--- src/rtl/dmem_pkg.sv ---
// Shared definitions for the data-memory port arbiter: funct3 codes, FSM
// encoding and the access-legality check applied before a request reaches memory.
package dmem_pkg;

  localparam logic [2:0] FUNC_B  = 3'b000;
  localparam logic [2:0] FUNC_H  = 3'b001;
  localparam logic [2:0] FUNC_W  = 3'b010;
  localparam logic [2:0] FUNC_BU = 3'b100;
  localparam logic [2:0] FUNC_HU = 3'b101;

  typedef enum logic [1:0] {
    ST_IDLE  = 2'd0,
    ST_ISSUE = 2'd1,
    ST_RESP  = 2'd2
  } state_t;

  // Unsigned loads have no store counterpart; halves may not straddle a word.
  function automatic logic is_illegal(input logic       we,
                                      input logic [2:0] func,
                                      input logic [1:0] byteadd);
    logic bad;
    bad = 1'b1;
    case (func)
      FUNC_B:  bad = 1'b0;
      FUNC_H:  bad = (byteadd == 2'b11);
      FUNC_W:  bad = (byteadd != 2'b00);
      FUNC_BU: bad = we;
      FUNC_HU: bad = we || (byteadd == 2'b11);
      default: bad = 1'b1;
    endcase
    return bad;
  endfunction

endpackage

--- src/rtl/rr_arb2.sv ---
// Combinational two-way round-robin grant: on a tie the index that was not
// granted last wins.
module rr_arb2 (
  input  logic [1:0] valid,
  input  logic       last,
  output logic [1:0] grant
);

  // NOTE: combinational blocks assign every output a default first so no latch is inferred.
  always_comb begin
    grant = 2'b00;
    case (valid)
      2'b01:   grant = 2'b01;
      2'b10:   grant = 2'b10;
      2'b11:   grant = last ? 2'b01 : 2'b10;
      default: grant = 2'b00;
    endcase
  end

endmodule

--- src/rtl/dmem_port_arbiter.sv ---
// Arbitrates the pipeline MEM stage and the debug/loader port onto the single
// data-memory port, one transaction at a time, and returns load data or errors.
module dmem_port_arbiter
  import dmem_pkg::*;
#(
  parameter int D_WIDTH = 32,
  parameter int A_WIDTH = 8
) (
  input  logic                 clk,
  input  logic                 rst,
  input  logic [1:0]           req_valid,
  output logic [1:0]           req_ready,
  input  logic [1:0]           req_we,
  input  logic [5:0]           req_func,
  input  logic [3:0]           req_byteadd,
  input  logic [2*A_WIDTH-1:0] req_addr,
  input  logic [2*D_WIDTH-1:0] req_wdata,
  output logic [1:0]           rsp_valid,
  input  logic [1:0]           rsp_ready,
  output logic [D_WIDTH-1:0]   rsp_rdata,
  output logic                 rsp_err,
  output logic                 mem_en,
  output logic                 mem_load_store,
  output logic [2:0]           mem_func,
  output logic [1:0]           mem_byteadd,
  output logic [A_WIDTH-1:0]   mem_addr,
  output logic [D_WIDTH-1:0]   mem_wdata,
  input  logic [D_WIDTH-1:0]   mem_rdata
);

  state_t               state, state_next;
  logic                 last_q, owner_q;
  logic                 we_q, err_q, first_q;
  logic [2:0]           func_q;
  logic [1:0]           byteadd_q;
  logic [A_WIDTH-1:0]   addr_q;
  logic [D_WIDTH-1:0]   wdata_q, rdata_q;

  logic [1:0]           grant;
  logic                 win;
  logic                 accept;
  logic                 win_we;
  logic [2:0]           win_func;
  logic [1:0]           win_byteadd;
  logic [A_WIDTH-1:0]   win_addr;
  logic [D_WIDTH-1:0]   win_wdata;
  logic                 win_err;

  rr_arb2 u_rr_arb2 (
    .valid (req_valid),
    .last  (last_q),
    .grant (grant)
  );

  assign win         = grant[1];
  assign accept      = (state == ST_IDLE) && (grant != 2'b00);
  assign win_we      = win ? req_we[1]                      : req_we[0];
  assign win_func    = win ? req_func[5:3]                  : req_func[2:0];
  assign win_byteadd = win ? req_byteadd[3:2]               : req_byteadd[1:0];
  assign win_addr    = win ? req_addr[2*A_WIDTH-1:A_WIDTH]  : req_addr[A_WIDTH-1:0];
  assign win_wdata   = win ? req_wdata[2*D_WIDTH-1:D_WIDTH] : req_wdata[D_WIDTH-1:0];
  assign win_err     = is_illegal(win_we, win_func, win_byteadd);

  always_comb begin
    state_next = state;
    case (state)
      ST_IDLE:  if (accept) state_next = win_err ? ST_RESP : ST_ISSUE;
      ST_ISSUE: state_next = ST_RESP;
      ST_RESP:  if (rsp_ready[owner_q]) state_next = ST_IDLE;
      default:  state_next = ST_IDLE;
    endcase
  end

  // The handshake is combinational, so reset must also mask it while asserted.
  always_comb begin
    req_ready      = 2'b00;
    rsp_valid      = 2'b00;
    rsp_rdata      = '0;
    rsp_err        = 1'b0;
    mem_en         = 1'b0;
    mem_load_store = 1'b0;
    mem_func       = 3'b000;
    mem_byteadd    = 2'b00;
    mem_addr       = '0;
    mem_wdata      = '0;
    if (!rst) begin
      case (state)
        ST_IDLE: req_ready = grant;
        ST_ISSUE: begin
          mem_en         = 1'b1;
          mem_load_store = we_q;
          mem_func       = func_q;
          mem_byteadd    = byteadd_q;
          mem_addr       = addr_q;
          mem_wdata      = wdata_q;
        end
        ST_RESP: begin
          rsp_valid = owner_q ? 2'b10 : 2'b01;
          rsp_err   = err_q;
          // Memory data is only valid in the first RESP cycle; later cycles replay the copy.
          if (!we_q && !err_q) rsp_rdata = first_q ? mem_rdata : rdata_q;
        end
        default: ;
      endcase
    end
  end

  // NOTE: sequential state uses non-blocking assignments and every register, including the data holding registers, takes the async reset.
  always_ff @(posedge clk or posedge rst) begin
    if (rst) begin
      state     <= ST_IDLE;
      last_q    <= 1'b1;
      owner_q   <= 1'b0;
      we_q      <= 1'b0;
      err_q     <= 1'b0;
      first_q   <= 1'b0;
      func_q    <= 3'b000;
      byteadd_q <= 2'b00;
      addr_q    <= '0;
      wdata_q   <= '0;
      rdata_q   <= '0;
    end else begin
      state   <= state_next;
      first_q <= (state == ST_ISSUE);
      if (first_q) rdata_q <= mem_rdata;
      if (accept) begin
        owner_q   <= win;
        last_q    <= win;
        we_q      <= win_we;
        err_q     <= win_err;
        func_q    <= win_func;
        byteadd_q <= win_byteadd;
        addr_q    <= win_addr;
        wdata_q   <= win_wdata;
      end
    end
  end

endmodule
--- config.mk ---
export PLATFORM = sky130hd
export DESIGN_NAME = dmem_port_arbiter
export DESIGN_NICKNAME = d
export VERILOG_FILES = /design/src/rtl/dmem_pkg.sv /design/src/rtl/rr_arb2.sv /design/src/rtl/dmem_port_arbiter.sv
export SDC_FILE = /design/constraint.sdc
export NUM_CORES = 1
export LEC_CHECK = 0
export ABC_CLOCK_PERIOD_IN_PS = 5300
export CORE_UTILIZATION = 45
export CTS_CLUSTER_DIAMETER = 50
export DETAILED_ROUTE_END_ITERATION = 10
export PLACE_DENSITY = 0.84
export SYNTH_ARGS = -nofsm -noshare
export SYNTH_HDL_FRONTEND = slang
export SYNTH_HIERARCHICAL = 1
export SYNTH_SLANG_ARGS = --single-unit
--- constraint.sdc ---
create_clock -name clk -period 5.3 [get_ports clk]
set_input_delay 1.06 -clock clk [delete_from_list [all_inputs] [get_ports clk]]
set_output_delay 1.06 -clock clk [all_outputs]
set_load 0.05 [all_outputs]
; ---- After elaboration in Yosys (flattened, before gate mapping)
; Cells that the tools add are included.
[op_classes]
order_cmp = 1
eq_ne = 12
n_mux = 37
n_reduce_logical = 10
[ops]
columns = operator, n
row1 = 32-bit 2-to-1 mux, 7
row2 = 2-bit 2-to-1 mux, 12
row3 = 8-bit 2-to-1 mux, 3
row4 = 2-bit case mux with 3 select lines, 2
row5 = 1-bit 2-to-1 mux, 9
row6 = 3-bit 2-to-1 mux, 3
row7 = "2-bit == test, second input constant", 4
row8 = "3-bit == test, second input constant", 2
row9 = 1-bit case mux with 5 select lines, 1
row10 = "2-bit by 1-bit == test with 1-bit output, second input constant", 2
row11 = "2-bit inequality test, second input constant", 2
row12 = 2-bit nonzero test, 2
row13 = "3-bit by 1-bit == test with 1-bit output, second input constant", 1
row14 = "3-bit by 2-bit == test with 1-bit output, second input constant", 1
row15 = 3-bit logical NOT, 1
row16 = 1-bit logical AND, 2
row17 = 1-bit logical NOT, 2
row18 = 2-bit logical NOT, 1
row19 = "1-bit by 2-bit less-than comparator with 1-bit output, second input constant", 1
row20 = 2-bit AND reduction, 1
row21 = 1-bit logical OR, 1
[word_totals]
ff_bits = 84
input_bits = 130
out_inout_bits = 84
wordCells = 71

; ---- Depth between registers and ports, before layout
[logic_depth]
word_depth = 9
mapped_depth = 7
depth_no_buf = 5

; ---- By module
; The synthesis kept the hierarchy.
[by_module_without_submodules]
columns = module, instances, cells_per_inst, area_per_inst_um2
row1 = dmem_port_arbiter, 1, 396, 4488.1
row2 = rr_arb2, 1, 3, 18.8

; ---- Least setup slack after synthesis
; No wires, ideal clock.
[synth_path]
path_type = input to output
start = input req_valid[1]
end = output req_ready[1]
arrival_ps = 3473
required_time_ps = 4240
path_slack_ps = 767
stages = 5
path_buffers = 3
path_cell_list = a21boi_0 -> buf_4 -> buf_4 -> buf_4 -> nor4b_1
[synth_via]
elab_chain_len = 4
elab_cells_between_ends = 6
classes_between = 3 x eq/ne / 3 x mux
[synth_lines]
columns = element, line
row1 = "start, declared", dmem_port_arbiter.sv:11  ; input logic [1:0] req_valid,
row2 = 2-bit == test / 2-bit by 1-bit == test with 1-bit output (equally long branches), rr_arb2.sv:12  ; case (valid)
row3 = 2-bit case mux with 3 select lines (*), rr_arb2.sv:12
row4 = 2-bit 2-to-1 mux (*), dmem_port_arbiter.sv:87  ; case (state)
row5 = 2-bit 2-to-1 mux (*), dmem_port_arbiter.sv:86  ; if (!rst) begin
row6 = "end, declared", dmem_port_arbiter.sv:12  ; output logic [1:0] req_ready,
; Mark *: on every way between the ends. The rest lies on a longest branch, timed or not.

; ---- Worst setup path in the final report
[layout_path]
start = input rst
end = output rsp_rdata[0]
[layout_via]
elab_chain_len = 1
[layout_lines]
columns = element, line
row1 = "start, declared", dmem_port_arbiter.sv:10  ; input logic rst,
row2 = 32-bit 2-to-1 mux, dmem_port_arbiter.sv:86
row3 = "end, declared", dmem_port_arbiter.sv:20  ; output logic [D_WIDTH-1:0] rsp_rdata,
; No other way between the ends.

==> reports/metrics.cfg <==
[status]
status = completed

[floorplanning]
core_area_um2 = 9730
die_h_um = 102
rows = 36
initial_core_util = 0.463
die_x_um = 102
ios = 214
dieArea_um2 = 10400

[synth]
netlist_top_cells_area = dfrtp_1 (46%), mux2i_1 (10%), nor2b_4 (9.2%)
synth_area_per_cell_um2 = 11.3
ys_warn_count = 6
yosysUniqueCellTypes = 37
synth_edf_count = 0
yosys_most_used_dff = dfrtp_1
synth_cells = 399
synth_largest_area_cell = dfrtp_1
synth.top_cell.area_share = 0.461
yosys_register_bits = 84
synthesis.nets = 529
synthesis.area_um2 = 4510
ys_async_sr_fraction = 1.00
ys_seq_area_frac = 0.467

[routing]
drtIter0Drc = 69
wl_per_cell_um = 15.5
routed_wl_um = 11400
viasPerCell = 4.88
dr_total_vias = 3598
firstDrtPassIters = 4
drtAntennaViolNets = 0
remaining_drc_errors = 0

[cts]
clkSinkCount = 84
cts_root_buf = clkbuf_8
cts_inserted_buffers = 9
cts_tree = yes
ctsHoldBuffers = 0
clk_latency_ps = 350
cts_buffer_depth = 2
h-tree-depth = 3
cts.clk_slew.worst_paths_ps = 80
cts-resized-gates = 0
postCtsSetupBuffers = 0

[critical_path]
r2r_end = we_q$_DFFE_PP0P_
crit_type = primary input to output pin
worstSetupEndpoint = rsp_rdata[0]
rrSetupSlack_ps = 2860
worstSetupEndpointType = output pin
crit_start = rst
required_ps = 4240
critPathLaunchType = primary input
crit_path_max_fanout = 32
crit_arrival_ps = 3600
rr_startpoint = last_q$_DFFE_PP1P_
rr_worst_depth = 5

[global_routing]
grt_pass1_wl_um = 17300
grt_usage = 0.219
gr-total-overflow = 0
grt_max_degree = 87
antenna_found_initial = 0
grt_pass1_vias = 3606

[placement]
place_ws_ps = 634
dp_hpwl_um = 8710
routabilityCongestion = 0.736
io_buffers = 213

[finish]
nFillCells = 716
layout.cells.most_common_list = clkdlybuf4s50_1 (213), dfrtp_1 (83), nand2_1 (53)
nets = 729
drive_gt1_frac = 0.156
n_antenna_cell = 0
mostFrequentLayoutCell = clkdlybuf4s50_1
area_growth_syn_to_layout_pct = 52.8

[sta]
finalCritPeriodShare = 0.880
slew_headroom = 0.174
finClkSkew_ps = 12.1
finalCriticalPeriod_ps = 4660
grt_setup_unrepaired = false
final.setup.tns_ps = 0
hold_viol_final = 0
worst_pin_slew_ps = 1240
slew_viol_final = 0
fin_ws_ps = 638
fmax_ghz = 0.215
finalSetupViolations = 0

[run]
drv_cap = 0

[pwr]
power_density_nw_per_um2 = 423
ir_worst_vdd_mv = 0.199
leakagePower_nw = 2.89

[min_path]
hp-class = flop to flop

area by class of cell:
| cell class | instances | area, µm² | area share |
|---|---|---|---|
| inverter | 2 | 8.76 | 0.00127 |
| tap | 133 | 166 | 0.0242 |
| clock inverter | 5 | 75.1 | 0.0109 |
| timing repair buffer | 217 | 2160 | 0.314 |
| multi-input combinational | 285 | 2230 | 0.324 |
| clock buffer | 11 | 141 | 0.0205 |
| sequential | 84 | 2100 | 0.305 |
per-stage QoR:
stage | power (mW) | utilization | hold WS [ps] | cell area [µm²] | cells
final | 2.91 | 0.708 | 476 | 6890 | 737
after floorplan | 2.09 | - | 437 | 4510 | 399
after detailed placement | 2.45 | 0.685 | 462 | 6670 | 721
after global routing | 3.10 | 0.708 | 501 | 6890 | 737
after CTS | 2.95 | 0.708 | 481 | 6890 | 737
after global placement | 2.39 | 0.685 | 454 | 6670 | 721
worst max-delay path, stage by stage:
cell and delay (ps):
clkdlybuf4s50_1 540, nor2_2 160, nand2_1 80, or3_4 660, nor2b_1 250, clkdlybuf4s50_1 820
worst min path at each step:
stage,startpoint,endpoint,depth (start not counted)
2_1_floorplan,func_q[0]$_DFFE_PP0P_,func_q[0]$_DFFE_PP0P_,2
3_3_place_gp,wdata_q[23]$_DFFE_PP0P_,wdata_q[23]$_DFFE_PP0P_,2
3_5_place_dp,wdata_q[7]$_DFFE_PP0P_,wdata_q[7]$_DFFE_PP0P_,2
4_1_cts,addr_q[5]$_DFFE_PP0P_,addr_q[5]$_DFFE_PP0P_,2
5_1_grt,addr_q[7]$_DFFE_PP0P_,addr_q[7]$_DFFE_PP0P_,2
6_report,addr_q[5]$_DFFE_PP0P_,addr_q[5]$_DFFE_PP0P_,2
power by group:
group,total [mW],switching (mW),internal [mW]
clock,0.494,0.217,0.276
combinational,1.32,0.700,0.617
sequential,1.10,0.150,0.953
per-layer routing:
metal,part of all wire,global-route usage,up-vias
li1,-,-,1736
met3,0.095,0.0766,16
met5,0,0,-
met1,0.39,0.248,1697
met2,0.50,0.380,149
met4,0.018,0.0835,0
sequential cells by signal, indices dropped and copies added, names as in the netlist, 2 cells and up:
register	cells
wdata_q	32
byteadd_q	2
func_q	3
state	2
addr_q	8
rdata_q	32
cell families (layout without fill, tap and decap cells):
family | count (synthesis) | after routing | synth area share
compound gates | 60 | 60 | 0.0769
mux | 79 | 79 | 0.185
simple gates | 146 | 146 | 0.226
flops | 84 | 84 | 0.467
buf+inv | 30 | 235 | 0.0453
cells in the mapped netlist (3+ instances only):
library cell / n
dfrtp_1: 83
nand2_1: 53
and2_1: 46
mux2i_1: 45
mux2_2: 32
nor2b_4: 30
o21ai_0: 30
o21ai_1: 16
buf_2: 15
buf_4: 4
clkbuf_1: 4
buf_12: 3
nor2_1: 3
nor2b_1: 3
o21a_1: 3
Note: power is estimated with default switching activity, not from simulation.
